[src/rtl/instruction_fetch.sv]
// Instruction fetch: PC sequencing, synchronous instruction memory and a 2-entry decoder FIFO.
// Optional feature: define IFETCH_EBREAK_HALT_EN to stop fetch when EBREAK is captured.
module instruction_fetch #(
    parameter int          IMEM_DEPTH = 64,
    parameter logic [63:0] RESET_PC   = 64'h0
) (
    input  logic                          clk,
    input  logic                          rst,
    input  logic                          imem_we,
    input  logic [$clog2(IMEM_DEPTH)-1:0] imem_waddr,
    input  logic [31:0]                   imem_wdata,
    input  logic                          redirect_valid,
    input  logic [63:0]                   redirect_pc,
    output logic                          out_valid,
    input  logic                          out_ready,
    output logic [31:0]                   out_inst,
    output logic [63:0]                   out_pc,
    output logic                          halted
);
    localparam int AW = $clog2(IMEM_DEPTH);

    typedef enum logic [1:0] {BOOT, RUN, HALT} state_t;

    state_t      state;
    state_t      state_nxt;
    logic [63:0] pc;
    logic [31:0] mem [IMEM_DEPTH];

    logic [63:0] redirect_pc_al;
    logic [63:0] issue_pc_p0;
    logic        issue_p0;

    logic [31:0] inst_p1;
    logic [63:0] pc_p1;
    logic        vld_p1;

    logic [31:0] fifo_inst [2];
    logic [63:0] fifo_pc   [2];
    logic [1:0]  count;
    logic        wr_slot;
    logic        pop;
    logic        capture;
    logic        ebreak_cap;
    logic [2:0]  occ;
    logic        unused_redirect_lsb;

    assign unused_redirect_lsb = ^redirect_pc[1:0];
    assign redirect_pc_al      = {redirect_pc[63:2], 2'b00};

    // A redirect issues its own target in the redirect cycle, replacing the sequential PC.
    assign issue_pc_p0 = redirect_valid ? redirect_pc_al : pc;

    assign pop     = out_valid & out_ready;
    assign capture = vld_p1 & ~redirect_valid;
    // Occupancy as it will stand after this cycle's pop, so a draining FIFO keeps 1/cycle.
    assign occ     = {1'b0, count} - {2'b00, pop} + {2'b00, vld_p1};
    assign wr_slot = (count > {1'b0, pop});

`ifdef IFETCH_EBREAK_HALT_EN
    localparam logic [31:0] EBREAK = 32'h00100073;
    assign ebreak_cap = vld_p1 && (inst_p1 == EBREAK);
    assign halted     = (state == HALT);
`else
    assign ebreak_cap = 1'b0;
    assign halted     = 1'b0;
`endif

    always_comb begin
        state_nxt = state;
        issue_p0  = 1'b0;
        case (state)
            BOOT: state_nxt = RUN;
            RUN: begin
                if (redirect_valid) begin
                    issue_p0 = 1'b1;
                end else if (ebreak_cap) begin
                    state_nxt = HALT;
                end else begin
                    issue_p0 = (occ < 3'd2);
                end
            end
            HALT: if (redirect_valid) state_nxt = RUN;
            default: state_nxt = BOOT;
        endcase
    end

    always_ff @(posedge clk) begin
        if (rst) begin
            state  <= BOOT;
            pc     <= RESET_PC;
            vld_p1 <= 1'b0;
            count  <= 2'd0;
        end else begin
            state  <= state_nxt;
            vld_p1 <= issue_p0;
            if (issue_p0) begin
                pc <= issue_pc_p0 + 64'd4;
            end else if (redirect_valid) begin
                pc <= redirect_pc_al;
            end
            if (redirect_valid) begin
                count <= 2'd0;
            end else begin
                count <= count - {1'b0, pop} + {1'b0, capture};
            end
        end
    end

    // ---- stage p0 -> p1: memory read (old data on a same-address write)
    always_ff @(posedge clk) begin
        if (imem_we) mem[imem_waddr] <= imem_wdata;
        inst_p1 <= mem[issue_pc_p0[AW+1:2]];
        pc_p1   <= issue_pc_p0;
    end

    // ---- stage p1 -> FIFO: slot 0 is always the head
    always_ff @(posedge clk) begin
        if (pop) begin
            fifo_inst[0] <= fifo_inst[1];
            fifo_pc[0]   <= fifo_pc[1];
        end
        if (capture) begin
            fifo_inst[wr_slot] <= inst_p1;
            fifo_pc[wr_slot]   <= pc_p1;
        end
    end

    assign out_valid = (count != 2'd0);
    assign out_inst  = out_valid ? fifo_inst[0] : 32'd0;
    assign out_pc    = out_valid ? fifo_pc[0]   : 64'd0;

endmodule
[config.mk]
export PLATFORM = sky130hd
export DESIGN_NAME = instruction_fetch
export DESIGN_NICKNAME = d
export VERILOG_FILES = /design/src/rtl/instruction_fetch.sv
export SDC_FILE = /design/constraint.sdc
export NUM_CORES = 2
export LEC_CHECK = 0
export ABC_AREA = 1
export CORE_MARGIN = 1
export CORE_UTILIZATION = 30
export CTS_CLUSTER_SIZE = 14
export DETAILED_ROUTE_END_ITERATION = 7
export PLACE_DENSITY_LB_ADDON = 0.3
export SYNTH_ARGS = -nofsm -noshare
export SYNTH_HDL_FRONTEND = slang
export SYNTH_SLANG_ARGS = --single-unit
export TNS_END_PERCENT = 50
[constraint.sdc]
create_clock -name clk -period 6.39 [get_ports clk]
set_input_delay 0.9585 -clock clk [delete_from_list [all_inputs] [get_ports clk]]
set_output_delay 0.9585 -clock clk [all_outputs]
set_load 0.02 [all_outputs]
==> key figures <==
GRT
  – Initial antenna violation count: 22
  – GR Overflow Total: 0
  – Largest net degree at the start of global routing: 145
  – Global-route wire length before repair: about 400 mm
  – Total GRT Usage: between 10% and 20%
  – Vias in the first global route: ~60000

Clock network
  – # clock sinks: between 2000 and 2500
  – Clk pin slew, worst setup/hold paths: approximately 60 ps
  – Clock buffer count from CTS: approximately 240
  – Clock buffer depth: 3
  – CTS Hold Buffers Added: 0
  – Post-cts repair resize count: 0
  – CTS root buf: clkbuf_16
  – Post-CTS setup buffers: 0
  – CTS HTree Levels: 4
  – Clock latency on the worst-skew pair: between 800 and 900 ps
  – CTS tree: built

Worst setup path
  – Worst r2r path cells: 16
  – Worst Path Required: 5430 ps
  – Worst r2r dst: pc[56]
  – Reg2reg start: count[1]
  – Max FO, Critical Path: 60
  – R2r setup slk: around 2600 ps
  – CP Capture Type: primary output
  – Worst Path Class, Setup: reg -> out
  – Critical Path Start Type: flop
  – Critical path data arrival time: approximately 3300 ps

STA
  – RSZ-0062 raised after global routing: false
  – Final min period: ~4200 ps
  – Clock Skew: ~48 ps
  – Worst slew margin: between 10% and 20%
  – F_max: between 200 and 250 MHz
  – Fin crit share: roughly two thirds
  – Hold Vio Cnt, Final: 0
  – Slew at the pin closest to its max-slew limit: 1300 ps
  – Setup violations, final: 0
  – Setup_tns: 0 ps
  – Max Slew Vio Count: 0
  – Hold WS: around 430 ps

Min path
  – HP Class: reg -> reg
  – Hold Path Stages: 0
  – Hold_sp: pc_p1[11]
  – Hold EP: fifo_pc[1][11]

Cells and area
  – Post-route cell area: approximately 110000 um^2
  – Nets: 8453
  – Footprint of the multi-input gates: between 20000 and 25000 um^2
  – Most frequent cells in the layout: edfxtp_1 (2240), nand2_1 (1420), nor2_1 (1105)
  – Post-Layout Cell Count: between 10000 and 15000
  – Most common cell after layout, fill and taps aside: edfxtp_1
  – P&R area growth vs syn: 15.7%
  – Proportion of layout cells with a drive suffix above 1: under 10%
  – Seq. cell area: about 71000 um^2
  – Filler instances: 31100

Placed design
  – Dpl cells: around 12000
  – PortBufs: roughly 200
  – DP Area: ~100000 um^2
  – Placer Congestion: 0.861
  – Post-DP HPWL: roughly 160 mm

Drt
  – Vias: 62700
  – Initial drt markers: about 6300
  – Antenna-violating nets left: 0
  – Wire per inst: approximately 22 um
  – Avg Vias per Cell: 4.87
  – Residual DRC count: 0
  – Initial DRT Pass Iterations: 6
  – Routed WL: approximately 280 mm

Yosys
  – Yosys reg bits: approximately 2400
  – Syn avg cell area: between 10 and 15 um^2
  – Yosys Warn Count: 0
  – Synth cell types: 46
  – EDFF count, synth: between 2000 and 2500
  – Mapped Area: just under 100000 um^2
  – Syn_nets: ~8300
  – FFs w/ async S/R, synth: 0%
  – Share of the yosys chip area belonging to registers: between 70 and 80%
  – Synth Flop Type: edfxtp_1
  – Post-synthesis cell count: roughly 8000

Die
  – Row count: between 200 and 250
  – Ports: 205
  – Die Y: roughly 570 um
  – Initial Util: between 30% and 40%
  – Die width: between 500 and 600 um
  – Die area: approximately 320000 um^2
  – Core area: roughly 320000 um^2

Power
  – Final Power: about 34000 uW
  – Leakage power: around 0.039 uW
  – Peak supply drop: 0.271 mV
  – Cell Pwr Density: approximately 300 nW/um^2

Outcome
  – Status: finished clean

Run
  – Max-cap violations: 0
==> flip-flops by register name, indices dropped and copies added (netlist names) <==
name / cells
count: 2
inst_p1: 32
fifo_inst: 64
vld_p1: 1
state: 1
mem: 2048
pc: 64
fifo_pc: 128
pc_p1: 64
==> kinds of logic (layout without fill, tap and decap cells) <==
family                   Yosys count  after routing  synth area share [%]
XOR/XNOR                           3              3                0.0272
other                              1             11               0.00388
buffers and inverters           1091           1437                  4.56
multiplexers                      96             96                  1.12
flip-flops                      2404           2404                  72.9
AND/OR/NAND/NOR                 3230           3230                  13.5
AO/OA/AOI/OAI                   1370           1370                  7.86
adder cells (fa/ha/maj)            3              3                0.0465
==> how the worst max path moves through the flow <==
stage	startpoint	to	slack (ps)	cells after the start
5_1_grt	count[1]	out_pc[10]	1980	5
3_3_place_gp	redirect_pc[3]	inst_p1[22]	1680	12
4_1_cts	count[1]	out_inst[1]	2100	5
2_1_floorplan	redirect_valid	fifo_inst[0][0]	1750	10
6_report	count[1]	out_inst[25]	2180	5
3_5_place_dp	redirect_pc[3]	inst_p1[22]	1720	12
==> where the power goes <==
group	switching [uW]	internal (uW)	leakage, uW
Sequential	125	17400	0.0215
Combinational	2080	780	0.0133
Clock	6000	7900	0.00376
==> per-stage QoR <==
step / worst slack [ps] / util, %
floorplan: 1750 / -
global placement: 1680 / 32.5
detailed placement: 1720 / 32.5
CTS: 2100 / 34.9
global route: 1980 / 34.9
finish: 2180 / 34.9
==> worst max-delay path, stage by stage (launching register included) <==
cell	delay, ps
dfxtp_1	390
nor2_4	130
buf_4	370
buf_4	610
nor2_1	240
clkdlybuf4s50_1	600
==> layout make-up <==
class                   count  share of cell area, %
diodes                     10                 0.0224
clock inverters           128                   1.16
multi-input cells        4703                   20.0
repair buffers            370                   3.16
inverters                 625                   2.11
well taps                4305                   4.81
clock buffers             314                   5.74
flip-flops and latches   2404                   63.0
==> cell usage after synthesis, types with 2 or more instances <==
cell type / n / share of area (%)
mux2_2: 96 / 1.1
nor3b_1: 2 / 0.016
o211ai_1: 173 / 1.3
a31oi_1: 3 / 0.019
nor3_1: 22 / 0.11
clkinv_1: 4 / 0.016
nor2_2: 18 / 0.12
buf_6: 4 / 0.047
nor3_2: 2 / 0.021
o21a_1: 4 / 0.031
a21oi_1: 177 / 0.92
nor2_1: 1171 / 4.5
ha_1: 2 / 0.026
nor4_1: 2 / 0.013
nand2_1: 1423 / 5.5
clkbuf_1: 241 / 0.93
o2bb2ai_1: 8 / 0.072
o22ai_1: 140 / 0.91
inv_1: 615 / 2.4
buf_8: 3 / 0.047
buf_1: 38 / 0.15
nand4_1: 20 / 0.13
nand3_2: 3 / 0.031
o21ai_4: 4 / 0.067
nand2_2: 12 / 0.078
xor2_1: 2 / 0.018
buf_2: 169 / 0.87
nor2_4: 3 / 0.035
o21ai_1: 24 / 0.12
nand3_1: 549 / 2.8
dfxtp_1: 164 / 3.4
o21ai_0: 824 / 4.3
buf_4: 11 / 0.085
o21ai_2: 10 / 0.091
edfxtp_1: 2240 / 70
inv_2: 5 / 0.019
==> per-layer routing <==
layer | global-route usage, % | part of all wire [%] | vias up | routed length (um)
met5 | 0 | 0.0028 | - | 8
met4 | 4.66 | 2.5 | 2 | 6990
met3 | 2.27 | 6.7 | 389 | 19000
met2 | 27.6 | 46 | 2265 | 131000
met1 | 23.7 | 44 | 31100 | 125000
li1 | - | - | 28900 | -
(Power assumes the default switching activity.)
